**src/rtl/pow_pkg.sv**
```systemverilog
// Shared definitions for the square-and-multiply power unit: state encoding,
// the FSM state type and the default operand widths.
package pow_pkg;

    localparam logic [1:0] IDLE = 2'd0;
    localparam logic [1:0] CALC = 2'd1;
    localparam logic [1:0] DONE = 2'd2;

    localparam int DEF_DW = 8;
    localparam int DEF_EW = 4;
    localparam int DEF_PW = 32;

    typedef enum logic [1:0] {
        ST_IDLE = IDLE,
        ST_CALC = CALC,
        ST_DONE = DONE
    } state_t;

endpackage

```
**src/rtl/pow_mul.sv**
```systemverilog
// Combinational unsigned W x W -> 2W multiplier used for both the P*B and B*B
// products of the square-and-multiply loop.
module pow_mul #(
    parameter int W = 32
) (
    input  logic [W-1:0]   a,
    input  logic [W-1:0]   b,
    output logic [2*W-1:0] y
);

    assign y = (2*W)'(a) * (2*W)'(b);

endmodule

```
**src/rtl/pow_sqmul.sv**
```systemverilog
// Fixed-latency unsigned power unit: o_P = i_X ** i_A via right-to-left
// square-and-multiply. Define POW_SQMUL_SAT_EN to saturate o_P on overflow.
module pow_sqmul
    import pow_pkg::*;
#(
    parameter int DW = DEF_DW,
    parameter int EW = DEF_EW,
    parameter int PW = DEF_PW
) (
    input  logic          i_clk,
    input  logic          i_rst_n,
    input  logic          i_start,
    input  logic [DW-1:0] i_X,
    input  logic [EW-1:0] i_A,
    output logic          o_busy,
    output logic          o_done,
    output logic [PW-1:0] o_P,
    output logic          o_ovf
);

    localparam int CW = $clog2(EW + 1);

    state_t          state, state_nxt;
    logic [PW-1:0]   b_q, p_q;
    logic [EW-1:0]   e_q;
    logic [CW-1:0]   cnt_q;
    logic            ovf_q, bov_q;
    logic [2*PW-1:0] pb_full, bb_full;
    logic            pb_hi, bb_hi, last_calc;

    pow_mul #(.W(PW)) u_mul_pb (.a(p_q), .b(b_q), .y(pb_full));
    pow_mul #(.W(PW)) u_mul_bb (.a(b_q), .b(b_q), .y(bb_full));

    assign pb_hi     = |pb_full[2*PW-1:PW];
    assign bb_hi     = |bb_full[2*PW-1:PW];
    // Loop length is tied to the exponent width, not its value, so latency is fixed.
    assign last_calc = (cnt_q == CW'(EW - 1));
    assign o_busy    = (state == ST_CALC) || (state == ST_DONE);

    always_ff @(posedge i_clk or negedge i_rst_n) begin
        if (!i_rst_n) state <= ST_IDLE;
        else          state <= state_nxt;
    end

    always_comb begin
        state_nxt = state;
        case (state)
            ST_IDLE: if (i_start)   state_nxt = ST_CALC;
            ST_CALC: if (last_calc) state_nxt = ST_DONE;
            ST_DONE:                state_nxt = ST_IDLE;
            default:                state_nxt = ST_IDLE;
        endcase
    end

    always_ff @(posedge i_clk or negedge i_rst_n) begin
        if (!i_rst_n) begin
            b_q    <= '0;
            p_q    <= '0;
            e_q    <= '0;
            cnt_q  <= '0;
            ovf_q  <= 1'b0;
            bov_q  <= 1'b0;
            o_P    <= '0;
            o_ovf  <= 1'b0;
            o_done <= 1'b0;
        end else begin
            o_done <= (state == ST_DONE);
            case (state)
                ST_IDLE: begin
                    if (i_start) begin
                        b_q   <= PW'(i_X);
                        e_q   <= i_A;
                        p_q   <= PW'(1);
                        ovf_q <= 1'b0;
                        bov_q <= 1'b0;
                        cnt_q <= '0;
                    end
                end
                ST_CALC: begin
                    // A wrapped base only corrupts the result once it is multiplied in.
                    if (e_q[0]) begin
                        p_q <= pb_full[PW-1:0];
                        if (pb_hi || bov_q) ovf_q <= 1'b1;
                    end
                    b_q <= bb_full[PW-1:0];
                    if (bb_hi) bov_q <= 1'b1;
                    e_q   <= e_q >> 1;
                    cnt_q <= cnt_q + CW'(1);
                end
                ST_DONE: begin
`ifdef POW_SQMUL_SAT_EN
                    o_P <= ovf_q ? '1 : p_q;
`else
                    o_P <= p_q;
`endif
                    o_ovf <= ovf_q;
                end
                default: ;
            endcase
        end
    end

endmodule

```
**config.mk**
```make
export PLATFORM = sky130hd
export DESIGN_NAME = pow_sqmul
export DESIGN_NICKNAME = d
export VERILOG_FILES = /design/src/rtl/pow_pkg.sv /design/src/rtl/pow_mul.sv /design/src/rtl/pow_sqmul.sv
export SDC_FILE = /design/constraint.sdc
export NUM_CORES = 2
export LEC_CHECK = 0
export CORE_UTILIZATION = 35
export CTS_BUF_LIST = sky130_fd_sc_hd__clkbuf_8
export CTS_CLUSTER_DIAMETER = 40
export CTS_CLUSTER_SIZE = 16
export DETAILED_ROUTE_END_ITERATION = 16
export SYNTH_ARGS = -nofsm -noshare
export SYNTH_HDL_FRONTEND = slang
export SYNTH_SLANG_ARGS = --single-unit
export TNS_END_PERCENT = 50
```
**constraint.sdc**
```tcl
create_clock -name i_clk -period 12.67 [get_ports i_clk]
set_input_delay 1.267 -clock i_clk [delete_from_list [all_inputs] [get_ports i_clk]]
set_output_delay 1.267 -clock i_clk [all_outputs]
set_load 0.02 [all_outputs]
```
==> impl_metrics.json <==
{
  "run_status": "completed",
  "final_core_utilization_pct": 36.9,
  "hold_ws_ns": 0.510,
  "synthMostInstantiatedCell": "sky130_fd_sc_hd__fa_1",
  "synth-edff-count": 0,
  "synth.top_cells.by_count": "1710 x sky130_fd_sc_hd__fa_1, 1639 x sky130_fd_sc_hd__inv_1, 861 x sky130_fd_sc_hd__and2_1",
  "dp.final_hpwl_um": 148000,
  "synth_top_family_by_area": "adder cells",
  "worst-r2r-cell-count": 24,
  "grt_antenna_before_repair": 2,
  "grt_max_degree": 67,
  "worst_slack_ns": 2.35,
  "port_buffers": 49,
  "gr-total-overflow": 0,
  "synth_area_leaders": "sky130_fd_sc_hd__fa_1 51%, sky130_fd_sc_hd__ha_1 10%, sky130_fd_sc_hd__inv_1 9.2%",
  "post-place-ws_ns": 2.46,
  "synth_sequential_area_ratio_pct": 4.09,
  "total_neg_setup_slack_ns": 0,
  "die_width_um": 439,
  "cp_max_fo": 39,
  "cap_viol_max_count": 0,
  "multiInputGateArea_um2": 56300,
  "synth-simple-area-share_pct": 15.4,
  "synth-warning-count": 0,
  "worst_clock_skew_ns": 0.0375,
  "syn_nets": 9402,
  "yosys_most_used_dff": "sky130_fd_sc_hd__dfrtp_1",
  "clkSinkCount": 109,
  "dr_total_vias": 47200,
  "clk_latency_ns": 0.53,
  "yosys_register_bits": 109,
  "final-max-slew-violation-count": 0,
  "synth.area.mux_share_pct": 0.836,
  "sequential_cell_area_um2": 2780,
  "layout.filler_cells": 19100,
  "detail_route.vias_per_cell": 5.03,
  "slew-limit-headroom_pct": 22.8,
  "cts_setup_buffers": 0,
  "endpoint_kind": "flip-flop",
  "clkSlewWorstSetupHoldPaths_ns": 0.14,
  "fraction_of_registers_with_async_set_reset_pct": 100,
  "drcViolationCount": 0,
  "postRouteAntennaNets": 0,
  "hold_viol": 0,
  "setup_viol": 0,
  "syn_area_per_cell_um2": 9.34,
  "fmaxAchievable_mhz": 96.9,
  "clock_tree.buffer_depth": 2,
  "unrepaired_setup_endpoints_after_global_routing": "false",
  "holdBufCountCts": 0,
  "ioPinCount": 50,
  "min-delay-path-class": "reg -> reg",
  "syn-instance-count": 7146,
  "cts_tree": "done",
  "core.rowCount": 159,
  "drt_iter0_markers": 2761,
  "synth_top_area_share_pct": 51.3,
  "design.die.area_um2": 192000,
  "routabilityCongestion": 0.896,
  "synth.cell_area_um2": 66700,
  "synth_xor_area_share_pct": 1.29,
  "grt_pass1_vias": 53100,
  "start_to_end_type_of_the_worst_setup_path": "reg -> reg",
  "crit_path_start_kind": "flip-flop",
  "compound_gate_portion_of_the_synthesized_area_pct": 5.55,
  "yosysTopAreaCell": "sky130_fd_sc_hd__fa_1",
  "detailedRoute.firstPassIterationCount": 5,
  "nets": 9139,
  "ctsResizeCount": 0,
  "floorplan.initialDensity_pct": 35.4,
  "ctsHtreeMaxLevel": 3,
  "grt_first_pass_wirelength_um": 299000,
  "synth-adder-area-share_pct": 61.2,
  "area_delta_synth_final_pct": 4.30,
  "crit_required_ns": 13.08,
  "cts_buffers": 9,
  "yosysUniqueCellTypes": 88,
  "final.period_utilization_pct": 81.4,
  "clock-root-buffer": "sky130_fd_sc_hd__clkbuf_8",
  "placeable_core_area_um2": 189000,
  "grt_use_total_pct": 19.9,
  "wirelength_um": 184000,
  "post_drt_wl_per_cell_um": 19.7,
  "layout-drive-gt1-share_pct": 2.90,
  "worstMarginPinSlew_ns": 1.16,
  "floorplan_die_height_um": 439,
  "hold_path_depth": 1,
  "post_layout_min_period_ns": 10.32,
  "arrival_ns": 10.73
}
[state kept, by name, indices dropped and copies added (netlist names)]
register and count:
bov_q 1, o_done 1, e_q 4, cnt_q 3, o_ovf 1, p_q 32
state 2, ovf_q 1, o_P 32, b_q 32
[per-stage QoR]
| stage | cell area [um2] | instances |
|---|---|---|
| final | 69600 | 9387 |
| after global routing | 69600 | 9384 |
| after global placement | 69400 | 9367 |
| after CTS | 69600 | 9383 |
| after floorplan | 66700 | 7146 |
| after detailed placement | 69400 | 9367 |
[logic make-up (layout without fill, tap and decap cells)]
kind of cell | Yosys count | after routing
mux | 51 | 51
xor+xnor | 98 | 98
fa+ha+maj | 2241 | 2241
compound gates | 581 | 581
flops | 109 | 109
other cells | 0 | 4
buf+inv | 2041 | 1783
simple gates | 2025 | 2025
[critical path, cell delays in order (launching register included)]
cell and delay, ns:
sky130_fd_sc_hd__dfrtp_2 0.96, sky130_fd_sc_hd__buf_4 0.53, sky130_fd_sc_hd__nand2_1 0.19, sky130_fd_sc_hd__fa_1 0.55
sky130_fd_sc_hd__fa_1 0.48, sky130_fd_sc_hd__fa_1 0.54, sky130_fd_sc_hd__fa_1 0.62, sky130_fd_sc_hd__fa_1 0.44
sky130_fd_sc_hd__fa_1 0.52, sky130_fd_sc_hd__fa_1 0.43, sky130_fd_sc_hd__fa_1 0.52, sky130_fd_sc_hd__inv_1 0.05
sky130_fd_sc_hd__ha_1 0.56, sky130_fd_sc_hd__nand4_1 0.25, sky130_fd_sc_hd__nor2_1 0.32, sky130_fd_sc_hd__nand4_1 0.15
sky130_fd_sc_hd__a311oi_1 0.82, sky130_fd_sc_hd__o21ai_1 0.27, sky130_fd_sc_hd__a31o_2 0.32, sky130_fd_sc_hd__a21oi_1 0.26
sky130_fd_sc_hd__nor4b_1 0.33, sky130_fd_sc_hd__nand4_1 0.15, sky130_fd_sc_hd__or4_1 0.41, sky130_fd_sc_hd__nor4_1 0.33
sky130_fd_sc_hd__a211oi_1 0.12
[layout make-up]
cell class / count / share of cell area, %
inverter: 1640 / 8.84
sequential: 109 / 3.99
timing repair buffer: 127 / 1.55
tap: 2495 / 4.48
antenna: 4 / 0.0144
clock inverter: 7 / 0.119
multi-input combinational: 4996 / 80.8
clock buffer: 9 / 0.178
[routing by layer]
metal,track usage (%),vias up,wire length (um)
met2,35.6,1206,95200
met4,5.08,0,5000
met1,25.8,25100,76600
met5,0,-,0
met3,1.37,218,7700
li1,-,20700,-
[worst paths after layout]
| check | startpoint | endpoint | slack [ns] |
|---|---|---|---|
| max | b_q[18]$_DFFE_PN0P_ | bov_q$_DFFE_PN0P_ | 2.35 |
| min | cnt_q[0]$_DFFE_PN0P_ | cnt_q[0]$_DFFE_PN0P_ | 0.51 |
| max reg2reg | b_q[18]$_DFFE_PN0P_ | bov_q$_DFFE_PN0P_ | 2.35 |
| min reg2reg | cnt_q[0]$_DFFE_PN0P_ | cnt_q[0]$_DFFE_PN0P_ | 0.51 |
| max in group asynchronous | i_rst_n | b_q[21]$_DFFE_PN0P_ | 10.63 |
| min in group asynchronous | i_rst_n | p_q[14]$_DFFE_PN0P_ | 0.78 |
[placed cells by master, fill, tap and decap left out, types with 38 or more instances in the layout]
cell type / Yosys / layout
sky130_fd_sc_hd__a21o_1: 53 / 53
sky130_fd_sc_hd__ha_1: 531 / 530
sky130_fd_sc_hd__nand2_1: 831 / 831
sky130_fd_sc_hd__fa_1: 1710 / 1710
sky130_fd_sc_hd__mux2_2: 38 / 38
sky130_fd_sc_hd__o21ai_0: 121 / 120
sky130_fd_sc_hd__dfrtp_1: 109 / 74
sky130_fd_sc_hd__buf_4: 8 / 78
sky130_fd_sc_hd__and2_1: 861 / 861
sky130_fd_sc_hd__clkdlybuf4s50_1: 0 / 48
sky130_fd_sc_hd__a21oi_1: 175 / 175
sky130_fd_sc_hd__xnor2_1: 62 / 62
sky130_fd_sc_hd__nor2_1: 124 / 124
sky130_fd_sc_hd__inv_1: 1639 / 1640
sky130_fd_sc_hd__nand4_1: 53 / 53
Power is left out: the tool's default activity adds up to more than one toggle a clock period on the data nets, which glitch-free logic cannot reach.
